==> src/rtl/engagement_sequencer.sv <==
// Weapon engagement sequencer: lock-on qualification, armed/fire/cooldown cycle,
// round accounting and emergency abort to a safe state.
module engagement_sequencer #(
    parameter int unsigned LOCK_CYCLES     = 4,
    parameter int unsigned COOLDOWN_CYCLES = 8,
    parameter int unsigned MAX_ROUNDS      = 6,
    parameter logic [31:0] MIN_RANGE       = 32'd100,
    parameter logic [31:0] FIRE_RANGE      = 32'd2000
) (
    input  logic        CLK,
    input  logic        RST,
    input  logic        safe_to_engage,
    input  logic        threat_detected,
    input  logic [31:0] distance_to_target,
    input  logic        emergency_landing_alert,
    input  logic        fire_cmd,
    input  logic        reload,
    output logic        weapon_armed,
    output logic        fire_pulse,
    output logic        lock_acquired,
    output logic        abort_active,
    output logic [7:0]  rounds_remaining,
    output logic [2:0]  engage_state
);

    localparam logic [2:0] S_IDLE     = 3'd0;
    localparam logic [2:0] S_TRACK    = 3'd1;
    localparam logic [2:0] S_ARMED    = 3'd2;
    localparam logic [2:0] S_FIRE     = 3'd3;
    localparam logic [2:0] S_COOLDOWN = 3'd4;
    localparam logic [2:0] S_SAFE     = 3'd5;

    localparam int LOCK_W = $clog2(LOCK_CYCLES + 1);
    localparam int COOL_W = $clog2(COOLDOWN_CYCLES + 1);
    localparam logic [LOCK_W-1:0] LOCK_LAST  = LOCK_W'(LOCK_CYCLES - 1);
    localparam logic [COOL_W-1:0] COOL_LAST  = COOL_W'(COOLDOWN_CYCLES - 1);
    localparam logic [7:0]        ROUNDS_MAX = 8'(MAX_ROUNDS);

    logic [2:0]        r_state;
    logic [LOCK_W-1:0] r_lock_cnt;
    logic [COOL_W-1:0] r_cool_cnt;
    logic [7:0]        r_rounds;

    logic [2:0]        w_state_nxt;
    logic [LOCK_W-1:0] w_lock_nxt;
    logic [COOL_W-1:0] w_cool_nxt;
    logic [7:0]        w_rounds_nxt;
    logic              w_in_window;

    assign w_in_window = safe_to_engage &&
                         (distance_to_target >= MIN_RANGE) &&
                         (distance_to_target <= FIRE_RANGE);

    always_ff @(posedge CLK or negedge RST) begin
        if (!RST) begin
            r_state    <= S_IDLE;
            r_lock_cnt <= '0;
            r_cool_cnt <= '0;
            r_rounds   <= ROUNDS_MAX;
        end else begin
            r_state    <= w_state_nxt;
            r_lock_cnt <= w_lock_nxt;
            r_cool_cnt <= w_cool_nxt;
            r_rounds   <= w_rounds_nxt;
        end
    end

    always_comb begin
        w_state_nxt  = r_state;
        w_lock_nxt   = r_lock_cnt;
        w_cool_nxt   = r_cool_cnt;
        w_rounds_nxt = r_rounds;
        case (r_state)
            S_IDLE: begin
                // A same-edge reload counts toward the non-empty check for TRACK.
                if (reload) w_rounds_nxt = ROUNDS_MAX;
                if (threat_detected && (w_rounds_nxt != 8'd0)) begin
                    w_state_nxt = S_TRACK;
                    w_lock_nxt  = '0;
                end
            end
            S_TRACK: begin
                if (!threat_detected) begin
                    w_state_nxt = S_IDLE;
                end else if (w_in_window) begin
                    if (r_lock_cnt == LOCK_LAST) begin
                        w_state_nxt = S_ARMED;
                        w_lock_nxt  = '0;
                    end else begin
                        w_lock_nxt = r_lock_cnt + 1'b1;
                    end
                end else begin
                    w_lock_nxt = '0;
                end
            end
            S_ARMED: begin
                if (!w_in_window || !threat_detected) begin
                    w_state_nxt = S_TRACK;
                    w_lock_nxt  = '0;
                end else if (fire_cmd) begin
                    w_state_nxt = S_FIRE;
                end
            end
            S_FIRE: begin
                w_state_nxt = S_COOLDOWN;
                w_cool_nxt  = '0;
                if (r_rounds != 8'd0) w_rounds_nxt = r_rounds - 8'd1;
            end
            S_COOLDOWN: begin
                if (r_cool_cnt == COOL_LAST) begin
                    w_cool_nxt = '0;
                    if ((r_rounds != 8'd0) && threat_detected) begin
                        w_state_nxt = S_TRACK;
                        w_lock_nxt  = '0;
                    end else begin
                        w_state_nxt = S_IDLE;
                    end
                end else begin
                    w_cool_nxt = r_cool_cnt + 1'b1;
                end
            end
            S_SAFE: begin
                w_lock_nxt = '0;
                w_cool_nxt = '0;
                if (!emergency_landing_alert) w_state_nxt = S_IDLE;
            end
            default: begin
                w_state_nxt = S_IDLE;
                w_lock_nxt  = '0;
                w_cool_nxt  = '0;
            end
        endcase
        // Abort wins everywhere; only an in-flight shot keeps its decrement.
        if (emergency_landing_alert) begin
            w_state_nxt = S_SAFE;
            w_lock_nxt  = '0;
            w_cool_nxt  = '0;
            if (r_state != S_FIRE) w_rounds_nxt = r_rounds;
        end
    end

    always_comb begin
        weapon_armed  = 1'b0;
        fire_pulse    = 1'b0;
        lock_acquired = 1'b0;
        abort_active  = 1'b0;
        case (r_state)
            S_ARMED: begin
                weapon_armed  = 1'b1;
                lock_acquired = 1'b1;
            end
            S_FIRE: begin
                fire_pulse    = 1'b1;
                lock_acquired = 1'b1;
            end
            S_COOLDOWN: lock_acquired = 1'b1;
            S_SAFE:     abort_active  = 1'b1;
            default: ;
        endcase
    end

    assign rounds_remaining = r_rounds;
    assign engage_state     = r_state;

endmodule

==> config.mk <==
export PLATFORM = sky130hd
export DESIGN_NAME = engagement_sequencer
export DESIGN_NICKNAME = d
export VERILOG_FILES = /design/src/rtl/engagement_sequencer.sv
export SDC_FILE = /design/constraint.sdc
export NUM_CORES = 1
export LEC_CHECK = 0
export ABC_AREA = 1
export CORE_MARGIN = 1.5
export CORE_UTILIZATION = 45
export DETAILED_ROUTE_END_ITERATION = 12
export GPL_TIMING_DRIVEN = 0
export PLACE_DENSITY = 0.84
export SYNTH_ARGS = -nofsm -noshare
export SYNTH_HDL_FRONTEND = slang
export SYNTH_SLANG_ARGS = --single-unit
export TNS_END_PERCENT = 10
==> constraint.sdc <==
create_clock -name CLK -period 2.1 [get_ports CLK]
set_input_delay 0.21 -clock CLK [delete_from_list [all_inputs] [get_ports CLK]]
set_output_delay 0.21 -clock CLK [all_outputs]
set_load 0.01 [all_outputs]
==> flow_metrics.py <==
metrics = {
    "run_status": {
        "status": "complete, no violations",
    },
    "die": {
        "pin_count": 54,
        "die_width_um": 60.9,
        "start_util_pct": 48.2,
        "dieHeight_um": 60.9,
        "core_mm2": 0.00313,
        "dieArea_mm2": 0.00371,
        "num_rows": 20,
    },
    "clock_tree": {
        "post_cts_resize_count": 0,
        "htree_levels": 1,
        "cts_tree": "yes",
        "numCtsBuffers": 3,
        "clockBufferDepth": 2,
        "ctsRootBufferMaster": "clkbuf_4",
        "clock-sinks": 18,
        "cts_hold_buf": 0,
        "cts_setup_buffers": 0,
        "clk-insertion-delay-late_ns": 0.29,
        "cts.clk_slew.worst_paths_ns": 0.10,
    },
    "timing": {
        "finalSetupTns_ns": 0,
        "period_share_pct": 93.3,
        "drv_slew": 0,
        "post-route-min-period_ns": 1.96,
        "rsz0062_at_grt": "no",
        "tightest_slew_ns": 0.795,
        "finClkSkew_ns": 0.00147,
        "fmax_ghz": 0.511,
        "setup_viol": 0,
        "maxSlewHeadroom_pct": 46.9,
        "report.final.hold_viol_count": 0,
    },
    "yosys": {
        "yosys.area_share.simple_pct": 42.4,
        "syn_avg_cell_area_um2": 6.36,
        "synth_async_sr_flop_share_pct": 100,
        "muxShareOfSynthArea_pct": 0.664,
        "syn-num-nets": 280,
        "synthCells": 237,
        "synth_top_family_by_area": "simple AND/OR/NAND/NOR gates",
        "synthXorXnorAreaFrac_pct": 0.581,
        "ys_ff_latch": 18,
        "ys_seq_area_share_pct": 30.0,
        "ys_warn_count": 0,
        "synth_ff_type": "dfrtp_1",
        "synthesis.area_mm2": 0.00151,
        "synth_edf_count": 0,
        "synth.distinct_cells": 31,
        "synthAdderAreaFrac_pct": 3.32,
        "synth-compound-area-share_pct": 12.2,
    },
    "placement": {
        "dpl.hpwl_um": 2890,
        "place_inst": 334,
        "port_buffers": 53,
        "gp_congestion": 0.877,
    },
    "global_route": {
        "grt_pass1_wl_um": 5920,
        "grt_pass1_vias": 1470,
        "grt.total_usage_pct": 20.6,
        "grt_max_degree": 19,
        "overflow": 0,
        "grt_antenna_before_repair": 0,
    },
    "critical_path": {
        "worst_ep_arrival_time_ns": 1.75,
        "worstPathRequired_ns": 1.89,
        "r2r_setup_slack_ns": 0.34,
        "cp_cell_sequence": "inv_2 -> nor3_1 -> clkdlybuf4s50_1",
        "reg2reg_to": "r_lock_cnt[2]",
        "crit_type": "reg -> out",
        "reg2reg_from": "rounds_remaining[1]",
        "crit_path_start_kind": "flip-flop",
        "slowest_stage": "clkdlybuf4s50_1",
        "cp_max_fo": 5,
        "max_stage_delay_ns": 0.60,
        "path_buf_inv": 2,
        "worstSetupEndpointType": "primary output",
        "critical-path-top-delay-family": "buffers and inverters",
        "rr_worst_depth": 10,
    },
    "layout": {
        "finish.net_count": 338,
        "diodes": 0,
        "drive_gt1_share_pct": 10.5,
        "final_common_cell": "clkdlybuf4s50_1",
        "fin_cells": 338,
        "syn_to_final_growth_pct": 40.6,
        "mostFrequentLayoutCells": "53 x clkdlybuf4s50_1, 51 x nand2_1, 48 x nor2_1",
    },
    "drt": {
        "first_pass_iters": 5,
        "ant_nets": 0,
        "drt-vias-per-instance": 4.87,
        "wl_per_cell_um": 10.1,
        "vias": 1647,
        "drtIter0Drc": 97,
        "totalWireLength_um": 3400,
        "drc": 0,
    },
    "power_and_ir_drop": {
        "power.density_mw_per_mm2": 562,
        "ir_worst_vdd_uv": 256,
        "p_leak_uw": 0.00103,
    },
    "min_path": {
        "hold_class": "in -> async",
    },
    "flow_run": {
        "maxCapViolations": 0,
    },
}
[sequential cells by signal (all words and copies together), names as in the netlist]
register	flops
engage_state	3
r_cool_cnt	4
r_lock_cnt	3
rounds_remaining	8
[logic make-up after synthesis]
| family | Yosys count |
|---|---|
| AO/OA/AOI/OAI | 31 |
| buffers and inverters | 42 |
| AND/OR/NAND/NOR | 140 |
| flip-flops | 18 |
| multiplexers | 1 |
| XOR/XNOR | 1 |
| adder cells (fa/ha/maj) | 4 |
[per-stage QoR]
step                      util, %  hold slack [ns]  power, µW  area [µm²]  setup WS (ns)
after floorplan                 -          -0.0856        765        1510          0.482
after global placement       66.9            0.483       1010        2090          0.236
after detailed placement     66.9            0.498       1020        2090          0.212
after CTS                    67.8            0.387       1200        2120          0.135
after global routing         67.8            0.421       1290        2120         0.0536
final                        67.8            0.369       1190        2120          0.142
[worst register-to-register path: cells and delay by family (launching register included)]
family / cells / cell delay [ns]
flops: 1 / 0.56
fa+ha+maj: 1 / 0.17
buf+inv: 1 / 0.07
simple gates: 6 / 0.51
compound gates: 2 / 0.35
[power breakdown]
part	switching (µW)	internal (µW)	leakage (µW)
registers	65.6	408	0.000236
logic	275	261	0.000784
clock network	106	73.9	0.0000150
[final cells by class]
| type | instances | area, µm² |
|---|---|---|
| fillers | 273 | 1010 |
| multi-input cells | 177 | 892 |
| repair buffers | 53 | 531 |
| flip-flops and latches | 18 | 453 |
| inverters | 42 | 163 |
| well taps | 44 | 55.1 |
| clock buffers | 4 | 26.3 |
[metal layers]
layer	share of wire (%)	global-route usage [%]	vias up
met2	50	37.9	45
li1	-	-	863
met4	1.2	4.66	0
met1	45	25.3	735
met3	3.7	2.99	4
met5	0	0	-
[worst max path at each step]
stage / from / end / slack (ns) / cells past startpoint
after floorplan: rounds_remaining[1] / r_lock_cnt[2] / 0.48 / 10
after global placement: emergency_landing_alert / r_lock_cnt[2] / 0.24 / 10
after detailed placement: emergency_landing_alert / r_lock_cnt[2] / 0.21 / 10
after CTS: engage_state[0] / abort_active / 0.13 / 3
after global routing: engage_state[0] / abort_active / 0.05 / 3
final: engage_state[0] / abort_active / 0.14 / 3
[synth_stat cells (4+ instances only)]
| cell | count | area (µm²) |
|---|---|---|
| ha_1 | 4 | 50.1 |
| dfrtp_1 | 16 | 400 |
| o21ai_0 | 12 | 60.1 |
| inv_1 | 36 | 135 |
| nand2_2 | 5 | 31.3 |
| nand2_1 | 51 | 191 |
| nor2_2 | 7 | 43.8 |
| nor2_1 | 48 | 180 |
| nand3_1 | 12 | 60.1 |
| a21oi_1 | 7 | 35.0 |
| o21ai_1 | 4 | 20.0 |
| nor3_1 | 6 | 30.0 |
| inv_2 | 5 | 18.8 |
No activity file was read; power rests on OpenSTA's default activity.
